### src/rtl/dmem_arbiter.sv
// dmem_arbiter
//
// Purpose:
//   Shares one single-port synchronous data RAM between the pipeline MEM
//   stage (CPU port) and the program/data loader (LD port). Each access
//   takes three cycles: IDLE (arbitrate and latch), ACCESS (drive the RAM),
//   RESP (one-cycle ack with read data). CPU has fixed priority. A
//   starvation counter forces a loader grant after STARVE_LIMIT contested
//   losses.
//
// Ports:
//   clk, reset      rising-edge clock, asynchronous active-low reset
//   cpu_*           CPU request (req/we/addr/wdata in, rdata/ack/stall out)
//   ld_*            loader request (req/we/addr/wdata in, rdata/ack out)
//   ram_addr/din/we RAM word address, write data and write enable
//   ram_dout        RAM read data, valid the cycle after the address
module dmem_arbiter #(
    parameter int ADDR_W       = 11,
    parameter int STARVE_LIMIT = 4
) (
    input  logic              clk,
    input  logic              reset,
    input  logic              cpu_req,
    input  logic              cpu_we,
    input  logic [31:0]       cpu_addr,
    input  logic [31:0]       cpu_wdata,
    output logic [31:0]       cpu_rdata,
    output logic              cpu_ack,
    output logic              cpu_stall,
    input  logic              ld_req,
    input  logic              ld_we,
    input  logic [31:0]       ld_addr,
    input  logic [31:0]       ld_wdata,
    output logic [31:0]       ld_rdata,
    output logic              ld_ack,
    output logic [ADDR_W-1:0] ram_addr,
    output logic [31:0]       ram_din,
    output logic              ram_we,
    input  logic [31:0]       ram_dout
);

    localparam logic [3:0] LIMIT = 4'(STARVE_LIMIT);

    typedef enum logic [1:0] {
        IDLE,
        ACCESS,
        RESP
    } state_t;

    state_t            state_q, state_d;
    logic              grant_ld_q, grant_ld_d;
    logic              we_q, we_d;
    logic [ADDR_W-1:0] addr_q, addr_d;
    logic [31:0]       wdata_q, wdata_d;
    logic [3:0]        starve_q, starve_d;
    logic [31:0]       cpu_rdata_q, cpu_rdata_d;
    logic [31:0]       ld_rdata_q, ld_rdata_d;
    logic              ld_wins;
    logic [31:0]       resp_data;

    // Byte-lane bits and address bits above the RAM are deliberately dropped.
    logic unused_addr_bits;
    assign unused_addr_bits = ^{cpu_addr[31:ADDR_W+2], cpu_addr[1:0],
                                ld_addr[31:ADDR_W+2], ld_addr[1:0]};

    // Next-state logic: arbitration and request latching happen only in IDLE.
    always_comb begin
        state_d    = state_q;
        grant_ld_d = grant_ld_q;
        we_d       = we_q;
        addr_d     = addr_q;
        wdata_d    = wdata_q;
        starve_d   = starve_q;
        ld_wins    = ld_req && (!cpu_req || (starve_q == LIMIT));

        case (state_q)
            IDLE: begin
                if (cpu_req || ld_req) begin
                    state_d    = ACCESS;
                    grant_ld_d = ld_wins;
                    if (ld_wins) begin
                        we_d     = ld_we;
                        addr_d   = ld_addr[ADDR_W+1:2];
                        wdata_d  = ld_wdata;
                        starve_d = 4'd0;
                    end else begin
                        we_d    = cpu_we;
                        addr_d  = cpu_addr[ADDR_W+1:2];
                        wdata_d = cpu_wdata;
                        // Only a contested CPU win counts against the loader.
                        if (ld_req && (starve_q != LIMIT)) begin
                            starve_d = starve_q + 4'd1;
                        end
                    end
                end
            end
            ACCESS:  state_d = RESP;
            RESP:    state_d = IDLE;
            default: state_d = IDLE;
        endcase
    end

    // The RAM output register only becomes valid in RESP, so the granted
    // requester sees ram_dout forwarded during RESP; the rdata registers
    // then hold that value until the requester's next completion.
    always_comb begin
        resp_data   = we_q ? 32'd0 : ram_dout;
        cpu_rdata_d = cpu_rdata_q;
        ld_rdata_d  = ld_rdata_q;
        if (state_q == RESP) begin
            if (grant_ld_q) begin
                ld_rdata_d = resp_data;
            end else begin
                cpu_rdata_d = resp_data;
            end
        end
    end

    always_ff @(posedge clk or negedge reset) begin
        if (!reset) begin
            state_q     <= IDLE;
            grant_ld_q  <= 1'b0;
            we_q        <= 1'b0;
            addr_q      <= '0;
            wdata_q     <= 32'd0;
            starve_q    <= 4'd0;
            cpu_rdata_q <= 32'd0;
            ld_rdata_q  <= 32'd0;
        end else begin
            state_q     <= state_d;
            grant_ld_q  <= grant_ld_d;
            we_q        <= we_d;
            addr_q      <= addr_d;
            wdata_q     <= wdata_d;
            starve_q    <= starve_d;
            cpu_rdata_q <= cpu_rdata_d;
            ld_rdata_q  <= ld_rdata_d;
        end
    end

    assign ram_addr  = addr_q;
    assign ram_din   = wdata_q;
    assign ram_we    = (state_q == ACCESS) && we_q;
    assign cpu_ack   = (state_q == RESP) && !grant_ld_q;
    assign ld_ack    = (state_q == RESP) && grant_ld_q;
    assign cpu_rdata = cpu_rdata_d;
    assign ld_rdata  = ld_rdata_d;
    // Stall stays high while the loader owns the RAM and drops on our ack.
    assign cpu_stall = cpu_req && !cpu_ack;

endmodule

### config.mk
export PLATFORM = sky130hd
export DESIGN_NAME = dmem_arbiter
export DESIGN_NICKNAME = d
export VERILOG_FILES = /design/src/rtl/dmem_arbiter.sv
export SDC_FILE = /design/constraint.sdc
export NUM_CORES = 1
export LEC_CHECK = 0
export CAP_MARGIN = 20
export CORE_MARGIN = 2
export CORE_UTILIZATION = 36
export CTS_CLUSTER_DIAMETER = 50
export CTS_CLUSTER_SIZE = 24
export DETAILED_ROUTE_END_ITERATION = 16
export PLACE_DENSITY = 0.78
export SLEW_MARGIN = 20
export SYNTH_ARGS = -nofsm -noshare
export SYNTH_HDL_FRONTEND = slang
export SYNTH_SLANG_ARGS = --single-unit
### constraint.sdc
create_clock -name clk -period 1.7 [get_ports clk]
set_clock_uncertainty 0.2 [all_clocks]
set_input_delay 0.17 -clock clk [delete_from_list [all_inputs] [get_ports clk]]
set_output_delay 0.17 -clock clk [all_outputs]
set_load 0.1 [all_outputs]
**Word level (Yosys, flattened, before mapping)**

Index checks and enable logic that the tools add are counted.

- Input bits: 166
- Output and inout port bits: 111
- Register bits: 115
- Logic and storage cells: 41

- Reductions and logical operators: 15
- Muxes and demuxes: 12
- Add/sub/neg operators: 1
- Eq/ne operators: 5

Operators by type and width:

| operator | number |
|---|---|
| two-way mux 32 bit | 6 |
| two-way mux 11 bit | 1 |
| two-way mux 4 bit | 2 |
| logical AND 1 bit | 6 |
| adder 4 x 1 -> 4 bit (second input constant) | 1 |
| equality test 4 x 3 -> 1 bit (second input constant) | 1 |
| != test 4 x 3 -> 1 bit (second input constant) | 1 |
| case mux 2 bit (2 select lines) | 1 |
| zero test 1 bit | 3 |
| AND reduction 3 bit | 1 |
| equality test 2 x 1 -> 1 bit (second input constant) | 1 |
| equality test 2 bit (second input constant) | 1 |
| zero test 2 bit | 1 |
| logical OR 1 bit | 2 |
| two-way mux 2 bit | 1 |
| != test 2 bit (second input constant) | 1 |
| AND reduction 2 bit | 1 |
| nonzero test 2 bit | 1 |
| two-way mux 1 bit | 1 |

**Logic depth before layout (Yosys ltp)**

- Depth after elaboration: 5
- Gate-level depth with buffers: 6
- Depth with buffers taken out: 5

**Least setup slack after synthesis**

No wires, ideal clock.

- Path type: flip-flop to flip-flop
- From: register state_q[0]
- To: register cpu_rdata_q[10]
- Period minus slack after synthesis: 3710 ps
- Buffers on the path: 1
- Data required time: 1147 ps
- Slack: -2010 ps
- Arrival time: 3157 ps
- Cell stages (with the launch flop): 4
- Setup time: 353 ps
- Cell sequence: dfrtp_1 or3b_1 clkbuf_1 o21ai_0

- Longest elaborated chain between the ends: 2

RTL lines:

| item | line | text |
|---|---|---|
| start, declared | 50 | `state_t state_q, state_d;` |
| start signal, assigned | 130 | `state_q <= state_d;` |
| equality test 2 bit | 110 | `if (state_q == RESP) begin` |
| two-way mux 32 bit | 110 |  |
| named net cpu_rdata[10] | 27 | `output logic [31:0] cpu_rdata,` |
| end signal, assigned | 136 | `cpu_rdata_q <= cpu_rdata_d;` |
| end, declared | 56 | `logic [31:0] cpu_rdata_q, cpu_rdata_d;` |

The timed path passes the listed nets, and every way through them passes these cells.
A chain may end at the register's enable or synchronous reset.

**Final worst setup path**

- From: register grant_ld_q
- To: output cpu_rdata[22]

- Longest elaborated chain between the ends: 2

RTL lines:

| item | line | text |
|---|---|---|
| start, declared | 51 | `logic grant_ld_q, grant_ld_d;` |
| start signal, assigned | 131 | `grant_ld_q <= grant_ld_d;` |
| two-way mux 32 bit | 111 | `if (grant_ld_q) begin` |
| two-way mux 32 bit | 110 |  |
| end, declared | 27 |  |

Every way passes these cells.

==> summary.txt <==
Cells and area
  – Final Non-Filler Cells: 1037
  – Most common cell after layout, fill and taps aside: buf_12
  – Area delta synth->final: 134%
  – # diodes: 0
  – Nets: between 1000 and 1500
  – Filler cell count: between 500 and 600
  – Post-route cell area: 12100 µm²
  – Most frequent cells in the layout: 134 x buf_12, 122 x clkdlybuf4s50_1, 115 x dfrtp_1
  – Share of cells above drive strength 1: 50.4%

Global route
  – Largest net degree at the start of global routing: 48
  – Number of global-route vias before repair: 6141
  – Grt ovf: 0
  – First-pass GRT wire length: 33900 µm
  – Initial antenna violation count: 0
  – Total GRT Usage: between 20 and 30%

Timing
  – Final Hold Viols: 0
  – Worst Slack Setup Final: -604 ps
  – RSZ-0062 raised after global routing: yes
  – Ratio of final minimum period to clock period: 136%
  – Final setup fails: 120
  – F_max: 0.434 GHz
  – Worst-margin pin slew: 491 ps
  – Final setup TNS: -41330 ps
  – Max-slew violation count: 0
  – Slew headroom: 67.3%
  – Final min period: 2300 ps
  – Hold_ws: 36.3 ps

CTS
  – Clk buf depth: 2
  – Latest clock arrival within the worst-skew pair: 410 ps
  – H-tree Lvls: 4
  – CTS tree: done
  – Worst-path clk slew: 60 ps
  – TritonCTS Buffers: 17
  – Clk root buf: clkbuf_16
  – Num Clock Sinks: 115

Route
  – Via count: 5996
  – Drt drc: 0
  – Uppermost layer routed: met4
  – M1 wire length: 8930 µm
  – Routed Antenna Nets: 0
  – Number of detailed-route iterations in the first pass: 5
  – Met2 wire len: 13400 µm
  – DR iter-0 viols: about 480
  – Wire per inst: 25.1 µm
  – Vias per std cell: between 5 and 6
  – Total Routed Length: 26100 µm
  – WL met3: 2470 µm

Setup path
  – Crit Path Category: reg -> out
  – Last element of the critical path: cpu_rdata[22]
  – FF-to-FF path depth: 8
  – FF-to-FF setup slack: -140 ps
  – R2R Path End: ram_din[20]
  – Start of the worst register-to-register path: state_q[0]
  – Worst EP required: 1330 ps
  – Max FO, Critical Path: 8
  – CP endpoint kind: primary output
  – Arrival @ worst endpoint: 1930 ps
  – Nature of the critical path startpoint: flip-flop
  – Setup crit start: grant_ld_q

Placement
  – Placed cells: 942
  – RePlAce Congestion: 0.866
  – Placed cell area: 9750 µm²
  – # port buffers: between 200 and 250
  – Post-DP HPWL: 12900 µm

Logic synthesis
  – Distinct cells, synth: 36
  – Largest family of logic cells by synthesized area: simple AND/OR/NAND/NOR gates
  – Flops & latches, synth: around 120
  – Yosys warns: 0
  – Sequential fraction of the synthesis area: 55.9%
  – Synth Area in Adders: 0.486%
  – Syn avg cell area: 9.64 µm²
  – Net count of the mapped netlist: 702
  – Compound-Gate Fraction of Synth Area: 15.8%
  – Post-synthesis xor/xnor area fraction: 0%
  – Mux contribution to synthesized area: less than 1%
  – Mapped Cells: 534
  – Mapped cell area: 5150 µm²
  – Synth Area in Simple Gates: 19.0%
  – Ys flop type: dfrtp_1
  – Post-synth EDFFs: 0
  – Post-synth ARST share: 100%

Flow run
  – Max capacitance violation total: 0

Floorplan
  – Die Area: 15300 µm²
  – Die Y: 124 µm
  – I/O pins: 277
  – Initial Util: 36.9%
  – Die width: around 120 µm
  – Std cell rows: 43
  – Core footprint: 13900 µm²

Worst hold path
  – Hold Crit Class: in -> async

Run status
  – Failing checks: setup timing
  – Status: finished with violations
## cell families after synthesis
logic type / Yosys count
AOI/OAI and AO/OA: 114
adders and majority gates: 2
buffers and inverters: 99
DFF: 115
muxes: 1
and+or+nand+nor: 203
## registers in the layout, indices dropped and copies added (netlist names)
| register | flops |
|---|---|
| state_q | 2 |
| ram_din | 32 |
| starve_q | 4 |
| ld_rdata_q | 32 |
| ram_addr | 11 |
| grant_ld_q | 1 |
| cpu_rdata_q | 32 |
| we_q | 1 |
## cell usage after synthesis, types with 2 or more instances
cell type / n / area share, %
a22o_1: 2 / 0.34
buf_2: 16 / 1.6
buf_6: 6 / 1.3
clkbuf_1: 24 / 1.7
dfrtp_1: 115 / 56
ha_1: 2 / 0.49
inv_1: 50 / 3.6
nand2_1: 98 / 7.1
nand3_1: 44 / 4.3
nand4_1: 45 / 5.5
o21ai_0: 46 / 4.5
o21ai_1: 2 / 0.19
o21ai_2: 17 / 2.9
o221ai_1: 44 / 7.5
or3b_1: 2 / 0.34
## stage by stage
| step | setup WS [ps] | util (%) |
|---|---|---|
| 3_3_place_gp | -158 | 69.9 |
| 5_1_grt | -656 | 86.6 |
| 6_report | -604 | 86.6 |
| 2_1_floorplan | -658 | - |
| 4_1_cts | -600 | 82.0 |
| 3_5_place_dp | -204 | 69.9 |
## layout make-up
class | instances | area (µm²) | share of cell area, %
tap | 180 | 225 | 1.87
timing repair buffer | 338 | 5070 | 42.0
clock buffer | 20 | 467 | 3.87
inverter | 51 | 204 | 1.69
multi-input combinational | 321 | 3120 | 25.8
sequential | 115 | 2880 | 23.8
clock inverter | 12 | 106 | 0.881
## what timing repair did
action,in CTS,in global routing
cloned,13,12
hold buffers,1,0
resized for setup,130,51
endpoints found under the hold margin,115,0
setup endpoints to repair,103,133
setup buffers,20,20
pin swaps,49,32
## metal layers
| layer | GRT usage [%] | vias to the layer above |
|---|---|---|
| li1 | - | 2532 |
| met1 | 32.4 | 2965 |
| met2 | 52.5 | 394 |
| met3 | 9.98 | 105 |
| met4 | 10.9 | 0 |
| met5 | 0 | - |
## critical path: stages (launching register included)
cell       delay [ps]
dfrtp_1           380
or3b_4            530
clkbuf_16         240
o21ai_4           180
buf_12            200
## worst min path at each step
stage / cells past startpoint / start / endpoint
finish: 2 / reset / ld_rdata_q[3]
detailed placement: 1 / reset / ld_rdata_q[3]
floorplan: 0 / reset / cpu_rdata_q[0]
CTS: 2 / reset / ld_rdata_q[3]
global route: 2 / reset / ld_rdata_q[3]
global placement: 1 / reset / ld_rdata_q[3]
Power is left out: the tool's default activity adds up to more than one toggle a clock period on the data nets, which glitch-free logic cannot reach.
